==> config.mk <==
export PLATFORM = sky130hd
export DESIGN_NAME = vga_timing_core
export DESIGN_NICKNAME = d
export VERILOG_FILES = /design/src/rtl/vga_timing_core.sv
export SDC_FILE = /design/constraint.sdc
export NUM_CORES = 1
export LEC_CHECK = 0
export CAP_MARGIN = 30
export CELL_PAD_IN_SITES_DETAIL_PLACEMENT = 0
export CELL_PAD_IN_SITES_GLOBAL_PLACEMENT = 1
export CORE_MARGIN = 1
export CORE_UTILIZATION = 39
export DETAILED_ROUTE_END_ITERATION = 8
export GPL_TIMING_DRIVEN = 0
export PLACE_DENSITY = 0.83
export SYNTH_ARGS = -nofsm -noshare
export SYNTH_HDL_FRONTEND = slang
export SYNTH_SLANG_ARGS = --single-unit
==> constraint.sdc <==
create_clock -name board_clk -period 3.5 [get_ports board_clk]
set_input_delay 0.7 -clock board_clk [delete_from_list [all_inputs] [get_ports board_clk]]
set_output_delay 0.7 -clock board_clk [all_outputs]
set_load 0.02 [all_outputs]
==> src/rtl/vga_timing_core.sv <==
// VGA raster timing: pixel-rate divider, column/row scan counters, registered syncs.
// Optional game_tick pulse every GAME_DIV frames when GAME_TICK_EN is defined.
module vga_timing_core #(
  parameter int PIX_DIV  = 2,
  parameter int H_ACTIVE = 640,
  parameter int H_FP     = 16,
  parameter int H_SYNC   = 96,
  parameter int H_BP     = 48,
  parameter int V_ACTIVE = 480,
  parameter int V_FP     = 10,
  parameter int V_SYNC   = 2,
  parameter int V_BP     = 33,
  parameter int HS_POL   = 0,
  parameter int VS_POL   = 0,
  parameter int CW       = 11,
  parameter int GAME_DIV = 2
) (
  input  logic          board_clk,
  input  logic          reset,
  output logic          pix_en,
  output logic          hsync,
  output logic          vsync,
  output logic          disp_en,
  output logic [CW-1:0] column,
  output logic [CW-1:0] row,
  output logic          frame_start,
  output logic          game_tick
);

  localparam int H_TOTAL = H_ACTIVE + H_FP + H_SYNC + H_BP;
  localparam int V_TOTAL = V_ACTIVE + V_FP + V_SYNC + V_BP;
  localparam int DW      = (PIX_DIV > 1) ? $clog2(PIX_DIV) : 1;
  localparam int HS_B    = H_ACTIVE + H_FP;
  localparam int HS_E    = HS_B + H_SYNC - 1;
  localparam int VS_B    = V_ACTIVE + V_FP;
  localparam int VS_E    = VS_B + V_SYNC - 1;

  localparam logic [DW-1:0] DIV_LAST = DW'(PIX_DIV - 1);
  localparam logic [CW-1:0] H_LAST   = CW'(H_TOTAL - 1);
  localparam logic [CW-1:0] V_LAST   = CW'(V_TOTAL - 1);
  localparam logic [CW-1:0] H_ACT    = CW'(H_ACTIVE);
  localparam logic [CW-1:0] V_ACT    = CW'(V_ACTIVE);
  localparam logic [CW-1:0] HS_BEG   = CW'(HS_B);
  localparam logic [CW-1:0] HS_END   = CW'(HS_E);
  localparam logic [CW-1:0] VS_BEG   = CW'(VS_B);
  localparam logic [CW-1:0] VS_END   = CW'(VS_E);
  localparam logic          HS_ON    = (HS_POL != 0);
  localparam logic          VS_ON    = (VS_POL != 0);
  // Sync levels decoded from the reset position (last column, last row).
  localparam logic HS_RST = ((H_TOTAL - 1) >= HS_B && (H_TOTAL - 1) <= HS_E) ? HS_ON : !HS_ON;
  localparam logic VS_RST = ((V_TOTAL - 1) >= VS_B && (V_TOTAL - 1) <= VS_E) ? VS_ON : !VS_ON;

  logic [DW-1:0] r_div;
  logic [CW-1:0] r_col, r_row;
  logic          r_pix, r_hs, r_vs, r_de, r_fs;

  logic [DW-1:0] w_div_nxt;
  logic [CW-1:0] w_col_nxt, w_row_nxt;
  logic          w_tick, w_col_wrap, w_frame;

  // Scan position moves on the same edge that raises pix_en, so every
  // registered flag describes the pixel shown alongside it.
  always_comb begin
    w_div_nxt  = (r_div == DIV_LAST) ? '0 : r_div + 1'b1;
    w_tick     = (w_div_nxt == DIV_LAST);
    w_col_wrap = (r_col == H_LAST);
    w_frame    = w_tick && w_col_wrap && (r_row == V_LAST);
    w_col_nxt  = r_col;
    w_row_nxt  = r_row;
    if (w_tick) begin
      w_col_nxt = w_col_wrap ? '0 : r_col + 1'b1;
      if (w_col_wrap) w_row_nxt = (r_row == V_LAST) ? '0 : r_row + 1'b1;
    end
  end

  always_ff @(posedge board_clk or posedge reset) begin
    if (reset) begin
      r_div <= '0;
      r_pix <= 1'b0;
      r_col <= H_LAST;
      r_row <= V_LAST;
      r_hs  <= HS_RST;
      r_vs  <= VS_RST;
      r_de  <= 1'b0;
      r_fs  <= 1'b0;
    end else begin
      r_div <= w_div_nxt;
      r_pix <= w_tick;
      r_col <= w_col_nxt;
      r_row <= w_row_nxt;
      r_hs  <= (w_col_nxt >= HS_BEG && w_col_nxt <= HS_END) ? HS_ON : !HS_ON;
      r_vs  <= (w_row_nxt >= VS_BEG && w_row_nxt <= VS_END) ? VS_ON : !VS_ON;
      r_de  <= (w_col_nxt < H_ACT) && (w_row_nxt < V_ACT);
      r_fs  <= w_frame;
    end
  end

  assign pix_en      = r_pix;
  assign hsync       = r_hs;
  assign vsync       = r_vs;
  assign disp_en     = r_de;
  assign column      = r_col;
  assign row         = r_row;
  assign frame_start = r_fs;

`ifdef GAME_TICK_EN
  localparam int            GW        = (GAME_DIV > 1) ? $clog2(GAME_DIV) : 1;
  localparam logic [GW-1:0] GAME_LAST = GW'(GAME_DIV - 1);

  logic [GW-1:0] r_frm;
  logic          r_gt;

  always_ff @(posedge board_clk or posedge reset) begin
    if (reset) begin
      r_frm <= '0;
      r_gt  <= 1'b0;
    end else begin
      r_gt <= w_frame && (r_frm == '0);
      if (w_frame) r_frm <= (r_frm == GAME_LAST) ? '0 : r_frm + 1'b1;
    end
  end

  assign game_tick = r_gt;
`else
  // GAME_DIV only matters when the tick is built.
  assign game_tick = (GAME_DIV >= 1) ? 1'b0 : 1'b0;
`endif

endmodule
# ---- Word-level counts from Yosys, hierarchy flattened
# Cells that the tools add are included.
# Widths: inputs -> output; s select.
dict set report totals {
  latch_bits 0
  elab_cells 31
  n_memories 0
  out_inout_bits 28
  mem_bits_ro 0
  mem_bits_rw 0
  regBits 27
  input_bits 2
}
dict set report op_classes {
  mux 8
  bitwise 0
  eq_ne 2
  n_div 0
  n_reduce_logical 5
  n_mul 0
  shift 0
  magnitude_cmp 6
  addsub 3
}
# op count
set op_table {}
lappend op_table {{$mux 11} 5}
lappend op_table {{$add 11x1->11 const B} 2}
lappend op_table {{$eq 11x10->1 const B} 2}
lappend op_table {{$ge 11x10->1 const B} 1}
lappend op_table {{$ge 11x9->1 const B} 1}
lappend op_table {{$le 11x10->1 const B} 1}
lappend op_table {{$le 11x9->1 const B} 1}
lappend op_table {{$lt 11x10->1 const B} 1}
lappend op_table {{$lt 11x9->1 const B} 1}
lappend op_table {{$logic_and 1x1->1} 5}
lappend op_table {{$mux 1} 3}
lappend op_table {{$add 1x1->1 const B} 1}

# ---- Depth between registers and ports, before layout
# Gate-level depths: netlist of run 1.
dict set report logic_depth {
  depth_word 7
  mapped_depth 7
  depth_no_buf 7
}

# ---- Worst setup path before layout of run 1
# OpenSTA, ideal clock, no wires.
dict set report synth_path {
  path_kind {register to register}
  start {register r_col[5], in the netlist column[5]}
  end {register r_de, in the netlist disp_en}
  arrival_time_ps 2627
  setup_slack_ps 735
  setup_ps 138
  n_path_buf 1
  synth_period_minus_slack_ps 2765
  stages_incl_launch_ff 7
  t_required_ps 3362
  cell_sequence {dfrtp_1 or4_1 buf_2 or4_4 or4_1 a222oi_1 nor4b_1}
}
dict set report synth_via {
  elab_chain_cells 5
  word_cells_on_any_way 9
  cone_classes {1 x add/sub; 2 x order compare; 1 x eq/ne; 4 x mux; 1 x reduce/logical}
}
# element line
set synth_lines {}
lappend synth_lines {{start: declaration} 54} ;# logic [CW-1:0] r_col, r_row;
lappend synth_lines {{start signal: assignment} 89} ;# r_col <= w_col_nxt;
lappend synth_lines {{$add 11x1->11 or $eq 11x10->1 (tied branches)} {71, 66}}
lappend synth_lines {{$mux 11, on equally long branches} {71, 72}}
lappend synth_lines {{$mux 11} 70} ;# if (w_tick) begin
lappend synth_lines {{$lt 11x10->1 or $lt 11x9->1 (tied branches)} 93} ;# r_de <= (w_col_nxt < H_ACT) && (w_row_nxt < V_ACT);
lappend synth_lines {{$logic_and 1x1->1 *} 93}
lappend synth_lines {{end signal: assignment} 93}
lappend synth_lines {{end: declaration} 55} ;# logic r_pix, r_hs, r_vs, r_de, r_fs;
# Mark *: on every way between the ends. The rest lies on a longest branch, timed or not.

# ---- Worst setup path after layout of run 1
dict set report layout_path {
  start {register r_col[0], in the netlist column[0]}
  end {register r_vs, in the netlist vsync}
}
dict set report layout_via {
  elab_chain_cells 6
  word_cells_on_any_way 7
  cone_classes {2 x order compare; 1 x eq/ne; 3 x mux; 1 x reduce/logical}
}
# element line
set layout_lines {}
lappend layout_lines {{$eq 11x10->1 *} 66} ;# w_col_wrap = (r_col == H_LAST);
lappend layout_lines {{$mux 11 *} 72} ;# if (w_col_wrap) w_row_nxt = (r_row == V_LAST) ? '0 : r_row + 1'b1;
lappend layout_lines {{$mux 11 *} 70}
lappend layout_lines {{$ge 11x9->1 or $le 11x9->1 (tied branches)} 92} ;# r_vs <= (w_row_nxt >= VS_BEG && w_row_nxt <= VS_END) ? VS_ON : !VS_ON;
lappend layout_lines {{$logic_and 1x1->1 *} 92}
lappend layout_lines {{$mux 1 *} 92}
lappend layout_lines {{end signal: assignment} 92}
lappend layout_lines {{end: declaration} 55}
# Marks and branches as above.

==> flow_summary.html, run 1 <==
<table>
<tr><th>Metric</th><th>Value</th></tr>
<tr><th colspan="2">Status</th></tr>
<tr><td>Status</td><td>completed</td></tr>
<tr><th colspan="2">Final layout</th></tr>
<tr><td>Most frequent cells in the layout</td><td>sky130_fd_sc_hd__clkdlybuf4s50_1, sky130_fd_sc_hd__nand2_1, sky130_fd_sc_hd__dfrtp_1</td></tr>
<tr><td>ANT cells</td><td>0</td></tr>
<tr><td>Most common cell after layout, fill and taps aside</td><td>sky130_fd_sc_hd__clkdlybuf4s50_1</td></tr>
<tr><td>Layout Nets</td><td>196</td></tr>
<tr><td>Area delta synth-&gt;final</td><td>27.87%</td></tr>
<tr><td>Final instance area</td><td>1934 um2</td></tr>
<tr><td>Fraction of final layout cells with drive strength greater than 1</td><td>13.16%</td></tr>
<tr><th colspan="2">Worst setup path</th></tr>
<tr><td>Type of the worst setup path</td><td>reg -&gt; reg</td></tr>
<tr><td>Endpoint of the lowest-slack register-to-register path</td><td>vsync</td></tr>
<tr><td>Critical register-to-register path startpoint</td><td>column[0]</td></tr>
<tr><td>CP delay by family, top</td><td>simple AND/OR/NAND/NOR gates</td></tr>
<tr><td>WP data arrival</td><td>3160 ps</td></tr>
<tr><td>Data required time of the worst path</td><td>3680 ps</td></tr>
<tr><td>Setup crit end</td><td>vsync</td></tr>
<tr><td>Stages on the worst setup path</td><td>6</td></tr>
<tr><td>Critical Path Sink Type</td><td>flip-flop</td></tr>
<tr><td>Worst Reg2Reg Path Length in Cells</td><td>6</td></tr>
<tr><td>Cell type of the slowest stage on the worst timing path</td><td>sky130_fd_sc_hd__or4_4</td></tr>
<tr><td>CP Launch Point</td><td>column[0]</td></tr>
<tr><td>Maximum fanout count along the critical path</td><td>8</td></tr>
<tr><td>Ordered list of cells on the worst path</td><td>ha_1, nand3b_1, or4_4, or4_1, a222oi_1, nand4b_1</td></tr>
<tr><td>Peak per-stage delay on the critical path</td><td>660 ps</td></tr>
<tr><td>Setup slack of the most critical reg-to-reg path</td><td>520 ps</td></tr>
<tr><td>Critical path startpoint category</td><td>flip-flop</td></tr>
<tr><td>Number of buffer and inverter instances along the worst setup path</td><td>0</td></tr>
<tr><th colspan="2">Timing</th></tr>
<tr><td>Number of max-slew violations in the final report</td><td>0</td></tr>
<tr><td>Final min period</td><td>2980 ps</td></tr>
<tr><td>Share of the clock period used by the worst path after layout</td><td>85.15%</td></tr>
<tr><td>Final count of hold timing violations</td><td>0</td></tr>
<tr><td>Final worst slack</td><td>519.9 ps</td></tr>
<tr><td>FMAX</td><td>335.6 MHz</td></tr>
<tr><td>Slew of the pin with the lowest slew margin</td><td>532.9 ps</td></tr>
<tr><td>Clock skew</td><td>3.927 ps</td></tr>
<tr><td>Slew margin rel.</td><td>64.44%</td></tr>
<tr><td>Unrepaired setup endpoints after global routing</td><td>no</td></tr>
<tr><td>Final setup violation count</td><td>0</td></tr>
<tr><td>Total negative slack for setup checks</td><td>0 ps</td></tr>
<tr><th colspan="2">Global route</th></tr>
<tr><td>Number of global-route vias before repair</td><td>1,320</td></tr>
<tr><td>Initial antenna violation count</td><td>0</td></tr>
<tr><td>Global-route wire length before repair</td><td>6299 um</td></tr>
<tr><td>Overflow left after global routing</td><td>0</td></tr>
<tr><td>Maximum number of pins on one net before global-route repair</td><td>17</td></tr>
<tr><td>Combined global-route utilization of all metal layers</td><td>19.45%</td></tr>
<tr><th colspan="2">CTS</th></tr>
<tr><td>Clock net sink count</td><td>27</td></tr>
<tr><td>H-tree level count</td><td>1</td></tr>
<tr><td>Clock root buffer</td><td>sky130_fd_sc_hd__clkbuf_8</td></tr>
<tr><td>Clock latency on the worst-skew pair</td><td>270 ps</td></tr>
<tr><td>Buffer count from post-CTS setup fixing</td><td>0</td></tr>
<tr><td>Clk pin slew, worst setup/hold paths</td><td>90 ps</td></tr>
<tr><td>TritonCTS clock tree</td><td>done</td></tr>
<tr><td>CTS Hold Buffers Added</td><td>0</td></tr>
<tr><td>Post-CTS Resized</td><td>0</td></tr>
<tr><td>Maximum count of clock buffers along a single path</td><td>2</td></tr>
<tr><td>Number of buffers created by CTS</td><td>3</td></tr>
<tr><th colspan="2">Floorplan</th></tr>
<tr><td>Die X-Extent</td><td>64.28 um</td></tr>
<tr><td>Boundary pin count</td><td>30</td></tr>
<tr><td>Initial cell density of the core</td><td>41.01%</td></tr>
<tr><td>Area of the die</td><td>4132 um2</td></tr>
<tr><td>Core footprint</td><td>3689 um2</td></tr>
<tr><td>Row count</td><td>22</td></tr>
<tr><td>Die extent in y</td><td>64.28 um</td></tr>
<tr><th colspan="2">Logic synthesis</th></tr>
<tr><td>Number of synthesized flops with an enable pin</td><td>0</td></tr>
<tr><td>Count of mapped cells out of synthesis</td><td>156</td></tr>
<tr><td>Synth Net Count</td><td>161</td></tr>
<tr><td>Count of different cell masters after synthesis</td><td>43</td></tr>
<tr><td>Mean instance size in the synthesized netlist</td><td>9.697 um2</td></tr>
<tr><td>Async S/R FF share, synth</td><td>100.0%</td></tr>
<tr><td>Ys Warns</td><td>0</td></tr>
<tr><td>Proportion of synthesized chip area in sequential cells</td><td>45.66%</td></tr>
<tr><td>Top flip-flop cell by instance count after synthesis</td><td>sky130_fd_sc_hd__dfrtp_1</td></tr>
<tr><td>Seq cells post-synth</td><td>27</td></tr>
<tr><td>Synthesized cell area</td><td>1513 um2</td></tr>
<tr><th colspan="2">Route</th></tr>
<tr><td>Via count</td><td>1,349</td></tr>
<tr><td>Post-DR vias/cell</td><td>5.668</td></tr>
<tr><td>1st-pass router iterations</td><td>4</td></tr>
<tr><td>Routed wirelength normalized by instance count</td><td>14.68 um</td></tr>
<tr><td>Residual DRC</td><td>0</td></tr>
<tr><td>Final WL</td><td>3495 um</td></tr>
<tr><td>Post-route ant nets</td><td>0</td></tr>
<tr><td>Number of DRC markers after the initial detailed-route iteration</td><td>51</td></tr>
<tr><th colspan="2">Placement</th></tr>
<tr><td>DP Wirelength</td><td>2626 um</td></tr>
<tr><td>Global placer's final weighted congestion</td><td>0.8548</td></tr>
<tr><td>DP Area</td><td>1888 um2</td></tr>
<tr><td>PortBufs</td><td>28</td></tr>
<tr><td>Placement-stage worst setup slack</td><td>527.5 ps</td></tr>
<tr><th colspan="2">Power and ir drop</th></tr>
<tr><td>Maximum vdd ir drop</td><td>0.1519 mV</td></tr>
<tr><td>Static leakage</td><td>0.8028 nW</td></tr>
<tr><td>Power Dens Cells</td><td>259.8 nW/um2</td></tr>
<tr><th colspan="2">Hold path</th></tr>
<tr><td>Path class of the lowest-slack min-delay path</td><td>reg -&gt; reg</td></tr>
<tr><th colspan="2">Flow run</th></tr>
<tr><td>Number of max-cap violations</td><td>0</td></tr>
</table>
## Yosys cell counts (4+ instances only)
master                      n  area share [%]
sky130_fd_sc_hd__nor4_1     4             1.7
sky130_fd_sc_hd__nor2_1     9             2.2
sky130_fd_sc_hd__o31ai_1    4             2.0
sky130_fd_sc_hd__dfrtp_1   15              25
sky130_fd_sc_hd__nand2_1   17             4.2
sky130_fd_sc_hd__xor2_1     9             5.2
sky130_fd_sc_hd__o21ai_0    5             1.7
sky130_fd_sc_hd__xnor2_1    6             3.5
sky130_fd_sc_hd__dfstp_2   12              21
sky130_fd_sc_hd__nor2b_1    5             2.1
sky130_fd_sc_hd__inv_1      5             1.2
sky130_fd_sc_hd__nand3_1   10             3.3
sky130_fd_sc_hd__nor3_1     4             1.3
sky130_fd_sc_hd__clkbuf_1   4            0.99
## area by class of cell
type,instances,area [um2]
buffer,6,27.53
clock buffer,3,41.29
clock inverter,1,5.005
fill,351,1754
inverter,5,18.77
multi-input combinational,118,775.7
sequential,27,690.7
tap,48,60.06
timing repair buffer,30,315.3
## cells by family (layout without fill, tap and decap cells)
group	after synthesis	after routing	share of synthesized area, %
AOI/OAI and AO/OA	23	23	10.84
xor gates and xnor gates	15	15	8.685
adders and majority gates	3	3	2.482
buffers and inverters	11	45	3.060
DFF	27	27	45.66
muxes	1	1	0.7444
other	1	1	0.2479
and+or+nand+nor	75	75	28.29
## stage by stage
step                      instances  hold WS (ps)  utilization [%]  power [mW]
after floorplan                 156         542.5                -      0.3243
after global placement          232         511.4            50.24      0.3270
after detailed placement        234         513.9            51.19      0.3313
after CTS                       238         532.9            52.44      0.5137
after global routing            238         556.9            52.44      0.5287
final                           238         530.8            52.44      0.5025
## how the worst min path moves through the flow
| stage | cells after the start | to | start |
|---|---|---|---|
| after floorplan | 1 | column[2] | column[2] |
| after global placement | 1 | column[2] | column[2] |
| after detailed placement | 1 | column[2] | column[2] |
| after CTS | 1 | column[2] | column[2] |
| after global routing | 1 | column[2] | column[2] |
| final | 1 | column[2] | column[2] |
## layer usage
metal,routed length [um],global-route usage (%),up-vias,share of wire [%]
met3,126,2.679,8,3.6
met1,1696,27.77,671,49
li1,-,-,643,-
met2,1610,29.74,27,46
met5,0,0,-,0
met4,61,7.222,0,1.7
## worst reg2reg max path, cell delays in order (launching register included)
cell,delay [ps]
sky130_fd_sc_hd__dfstp_2,580
sky130_fd_sc_hd__ha_1,210
sky130_fd_sc_hd__nand3b_1,280
sky130_fd_sc_hd__or4_4,660
sky130_fd_sc_hd__or4_1,540
sky130_fd_sc_hd__a222oi_1,450
sky130_fd_sc_hd__nand4b_1,170
## power by group
part	switching, mW	internal (mW)	total [mW]
clock network	0.0977	0.0798	0.177
registers	0	0.312	0.312
logic	0.00773	0.00487	0.0126
## flip-flops by register name (all words and copies together), names as in the netlist
signal and flops:
hsync 1, frame_start 1, row 11, pix_en 1, vsync 1, disp_en 1
column 11
Note: power is estimated with default switching activity, not from simulation.
==> run 2, diff against run 1 <==
--- a/config.mk
+++ b/config.mk
@@ -6,10 +6,8 @@
 export NUM_CORES = 1
 export LEC_CHECK = 0
 export CAP_MARGIN = 30
-export CELL_PAD_IN_SITES_DETAIL_PLACEMENT = 0
-export CELL_PAD_IN_SITES_GLOBAL_PLACEMENT = 1
 export CORE_MARGIN = 1
-export CORE_UTILIZATION = 39
+export CORE_UTILIZATION = 51
 export DETAILED_ROUTE_END_ITERATION = 8
 export GPL_TIMING_DRIVEN = 0
 export PLACE_DENSITY = 0.83
==> flow_summary.html, run 2 (same netlist as run 1, synthesis figures left out) <==
<table>
<tr><th>Metric</th><th>Value</th></tr>
<tr><th colspan="2">Status</th></tr>
<tr><td>Status</td><td>completed</td></tr>
<tr><th colspan="2">Power and ir drop</th></tr>
<tr><td>Internal power component</td><td>359.9 uW (-9.4%)</td></tr>
<tr><td>Power share of the sequential group</td><td>67.7% (+5.5 points)</td></tr>
<tr><td>Proportion of power drawn by combinational gates</td><td>2.3% (-0.2 points)</td></tr>
<tr><td>Maximum vdd ir drop</td><td>0.2146 mV (+41%)</td></tr>
<tr><td>Static leakage</td><td>0.7805 nW (-2.8%)</td></tr>
<tr><td>Power Dens Cells</td><td>246.4 nW/um2 (-5.1%)</td></tr>
<tr><td>Clock network fraction of design power</td><td>30.0% (-5.3 points)</td></tr>
<tr><td>Net switching power</td><td>102.6 uW (-2.7%)</td></tr>
<tr><td>Net Sw Frac</td><td>22.18% (+1.2 points)</td></tr>
<tr><th colspan="2">Worst setup path</th></tr>
<tr><td>Data required time of the worst path</td><td>3710 ps (+30 ps)</td></tr>
<tr><td>Cell type of the slowest stage on the worst timing path</td><td>sky130_fd_sc_hd__or4_4</td></tr>
<tr><td>Stages on the worst setup path</td><td>6 (unchanged)</td></tr>
<tr><td>Peak per-stage delay on the critical path</td><td>670 ps (about the same)</td></tr>
<tr><td>Critical Path Sink Type</td><td>flip-flop</td></tr>
<tr><td>Worst Reg2Reg Path Length in Cells</td><td>6 (unchanged)</td></tr>
<tr><td>Critical register-to-register path startpoint</td><td>column[0]</td></tr>
<tr><td>Number of buffer and inverter instances along the worst setup path</td><td>0 (unchanged)</td></tr>
<tr><td>Maximum fanout count along the critical path</td><td>8 (unchanged)</td></tr>
<tr><td>Endpoint of the lowest-slack register-to-register path</td><td>disp_en</td></tr>
<tr><td>Critical path startpoint category</td><td>flip-flop</td></tr>
<tr><td>Setup slack of the most critical reg-to-reg path</td><td>420 ps (-100 ps)</td></tr>
<tr><td>Ordered list of cells on the worst path</td><td>ha_1, nand3b_1, or4_4, or4_1, a222oi_1, nor4b_1</td></tr>
<tr><td>WP data arrival</td><td>3290 ps (+130 ps)</td></tr>
<tr><td>Type of the worst setup path</td><td>reg -&gt; reg</td></tr>
<tr><td>CP delay by family, top</td><td>simple AND/OR/NAND/NOR gates</td></tr>
<tr><th colspan="2">Route</th></tr>
<tr><td>1st-pass router iterations</td><td>4 (unchanged)</td></tr>
<tr><td>Number of DRC markers after the initial detailed-route iteration</td><td>55 (+7.8%)</td></tr>
<tr><td>Post-DR vias/cell</td><td>6.186 (+9.1%)</td></tr>
<tr><td>Residual DRC</td><td>0 (unchanged)</td></tr>
<tr><td>Post-route ant nets</td><td>0 (unchanged)</td></tr>
<tr><td>Routed wirelength normalized by instance count</td><td>15.55 um (+5.9%)</td></tr>
<tr><td>Final WL</td><td>3420 um (-2.1%)</td></tr>
<tr><td>Via count</td><td>1,361 (+0.89%)</td></tr>
<tr><th colspan="2">CTS</th></tr>
<tr><td>CTS Hold Buffers Added</td><td>0 (unchanged)</td></tr>
<tr><td>Post-CTS Resized</td><td>0 (unchanged)</td></tr>
<tr><td>Clock net sink count</td><td>27 (unchanged)</td></tr>
<tr><td>Maximum count of clock buffers along a single path</td><td>2 (unchanged)</td></tr>
<tr><td>Number of buffers created by CTS</td><td>3 (unchanged)</td></tr>
<tr><td>H-tree level count</td><td>1 (unchanged)</td></tr>
<tr><td>Buffer count from post-CTS setup fixing</td><td>0 (unchanged)</td></tr>
<tr><td>Clk pin slew, worst setup/hold paths</td><td>150 ps (+60 ps)</td></tr>
<tr><td>Clock root buffer</td><td>sky130_fd_sc_hd__clkbuf_4</td></tr>
<tr><td>TritonCTS clock tree</td><td>done</td></tr>
<tr><td>Clock latency on the worst-skew pair</td><td>330 ps (+60 ps)</td></tr>
<tr><th colspan="2">Floorplan</th></tr>
<tr><td>Initial cell density of the core</td><td>54.39% (+13 points)</td></tr>
<tr><td>Area of the die</td><td>3188 um2 (-23%)</td></tr>
<tr><td>Boundary pin count</td><td>30 (unchanged)</td></tr>
<tr><td>Die extent in y</td><td>56.46 um (-12%)</td></tr>
<tr><td>Row count</td><td>19 (-14%)</td></tr>
<tr><td>Core footprint</td><td>2781 um2 (-25%)</td></tr>
<tr><td>Die X-Extent</td><td>56.46 um (-12%)</td></tr>
<tr><th colspan="2">Flow run</th></tr>
<tr><td>Number of max-cap violations</td><td>0 (unchanged)</td></tr>
<tr><th colspan="2">Global route</th></tr>
<tr><td>Global-route wire length before repair</td><td>5478 um (-13%)</td></tr>
<tr><td>Number of global-route vias before repair</td><td>1,236 (-6.4%)</td></tr>
<tr><td>Initial antenna violation count</td><td>0 (unchanged)</td></tr>
<tr><td>Met3 track demand over resource</td><td>3.226% (+0.55 points)</td></tr>
<tr><td>Overflow left after global routing</td><td>0 (unchanged)</td></tr>
<tr><td>Global Route met1 Usage</td><td>28.53% (+0.76 points)</td></tr>
<tr><td>Busiest layer in global routing</td><td>met2</td></tr>
<tr><td>Maximum number of pins on one net before global-route repair</td><td>28 (+11)</td></tr>
<tr><td>Combined global-route utilization of all metal layers</td><td>21.64% (+2.2 points)</td></tr>
<tr><td>Global routing usage on met2</td><td>37.31% (+7.6 points)</td></tr>
<tr><th colspan="2">Timing</th></tr>
<tr><td>Share of the clock period used by the worst path after layout</td><td>88.13% (+3.0 points)</td></tr>
<tr><td>Final setup violation count</td><td>0 (unchanged)</td></tr>
<tr><td>Slew margin rel.</td><td>34.00% (-30 points)</td></tr>
<tr><td>FMAX</td><td>324.2 MHz (-3.4%)</td></tr>
<tr><td>Unrepaired setup endpoints after global routing</td><td>no</td></tr>
<tr><td>Total negative slack for setup checks</td><td>0 ps (unchanged)</td></tr>
<tr><td>Final min period</td><td>3085 ps (+104.4 ps)</td></tr>
<tr><td>Slew of the pin with the lowest slew margin</td><td>981.8 ps (+448.9 ps)</td></tr>
<tr><td>Number of max-slew violations in the final report</td><td>0 (unchanged)</td></tr>
<tr><td>Clock skew</td><td>2.877 ps (-1.050 ps)</td></tr>
<tr><td>Final count of hold timing violations</td><td>0 (unchanged)</td></tr>
<tr><th colspan="2">Hold path</th></tr>
<tr><td>Path class of the lowest-slack min-delay path</td><td>reg -&gt; reg</td></tr>
<tr><td>Start point of the worst hold path</td><td>column[2]</td></tr>
<tr><td>Endpoint, Worst Hold</td><td>column[2]</td></tr>
<tr><td>Worst Hold Depth</td><td>1 (unchanged)</td></tr>
<tr><th colspan="2">Final layout</th></tr>
<tr><td>Fraction of final layout cells with drive strength greater than 1</td><td>12.70% (-0.46 points)</td></tr>
<tr><td>Layout Nets</td><td>195 (-0.51%)</td></tr>
<tr><td>Area delta synth-&gt;final</td><td>24.07%</td></tr>
<tr><td>Most common cell after layout, fill and taps aside</td><td>sky130_fd_sc_hd__clkdlybuf4s50_1</td></tr>
<tr><td>ANT cells</td><td>0 (unchanged)</td></tr>
<tr><td>Most frequent cells in the layout</td><td>sky130_fd_sc_hd__clkdlybuf4s50_1, sky130_fd_sc_hd__nand2_1, sky130_fd_sc_hd__dfrtp_1</td></tr>
<tr><td>Fraction of the core area covered by cells at the end of the flow</td><td>67.48% (+15 points)</td></tr>
<tr><th colspan="2">Placement</th></tr>
<tr><td>Global placer's final weighted congestion</td><td>0.8848 (+3.5%)</td></tr>
<tr><td>DP Wirelength</td><td>2425 um (-7.6%)</td></tr>
<tr><td>PortBufs</td><td>28 (unchanged)</td></tr>
</table>
-- run 2: power groups by stage --
stage | combinational, mW | sequential, mW | clock, mW
floorplan | 0.00630 | 0.318 | 0
global placement | 0.00876 | 0.318 | 0
detailed placement | 0.00901 | 0.318 | 0
CTS | 0.00901 | 0.313 | 0.142
global route | 0.0125 | 0.313 | 0.158
finish | 0.0107 | 0.313 | 0.139
-- run 2: final cells by class --
class	instances	area (um2)
Inverter	5	18.77
Clock buffer	3	22.52
Tap cell	31	38.79
Clock inverter	1	7.507
Fill cell	221	904.6
Sequential cell	27	690.7
Buffer	6	27.53
Multi-Input combinational cell	118	775.7
Timing Repair Buffer	29	295.3
-- run 2: through the flow --
step | setup WS, ps | hold slack (ps) | power [mW] | instances | area (um2)
2_1_floorplan | 734.9 | 542.5 | 0.3243 | 156 | 1513
3_3_place_gp | 504.7 | 502.6 | 0.3268 | 215 | 1832
3_5_place_dp | 494.5 | 530.4 | 0.3270 | 215 | 1832
4_1_cts | 463.8 | 549.5 | 0.4641 | 219 | 1862
5_1_grt | 250.6 | 556.3 | 0.4831 | 220 | 1877
6_report | 415.5 | 544.3 | 0.4625 | 220 | 1877
-- run 2: how the worst max path moves through the flow --
stage	end	start
floorplan	disp_en	column[5]
global placement	vsync	column[0]
detailed placement	vsync	column[0]
CTS	disp_en	column[0]
global route	disp_en	column[0]
finish	disp_en	column[0]
-- run 2: layer usage --
metal / vias to the layer above / wire length (um)
li1: 642 / -
met3: 4 / 201
met5: - / 0
met4: 0 / 31
met2: 57 / 1702
met1: 658 / 1483
==> run 3, diff against run 2 <==
--- a/config.mk
+++ b/config.mk
@@ -8,6 +8,7 @@
 export CAP_MARGIN = 30
 export CORE_MARGIN = 1
 export CORE_UTILIZATION = 51
+export CTS_CLUSTER_SIZE = 16
 export DETAILED_ROUTE_END_ITERATION = 8
 export GPL_TIMING_DRIVEN = 0
 export PLACE_DENSITY = 0.83
==> results of run 3 <==
The final DEF is identical to that of run 2; final timing and power are the same.
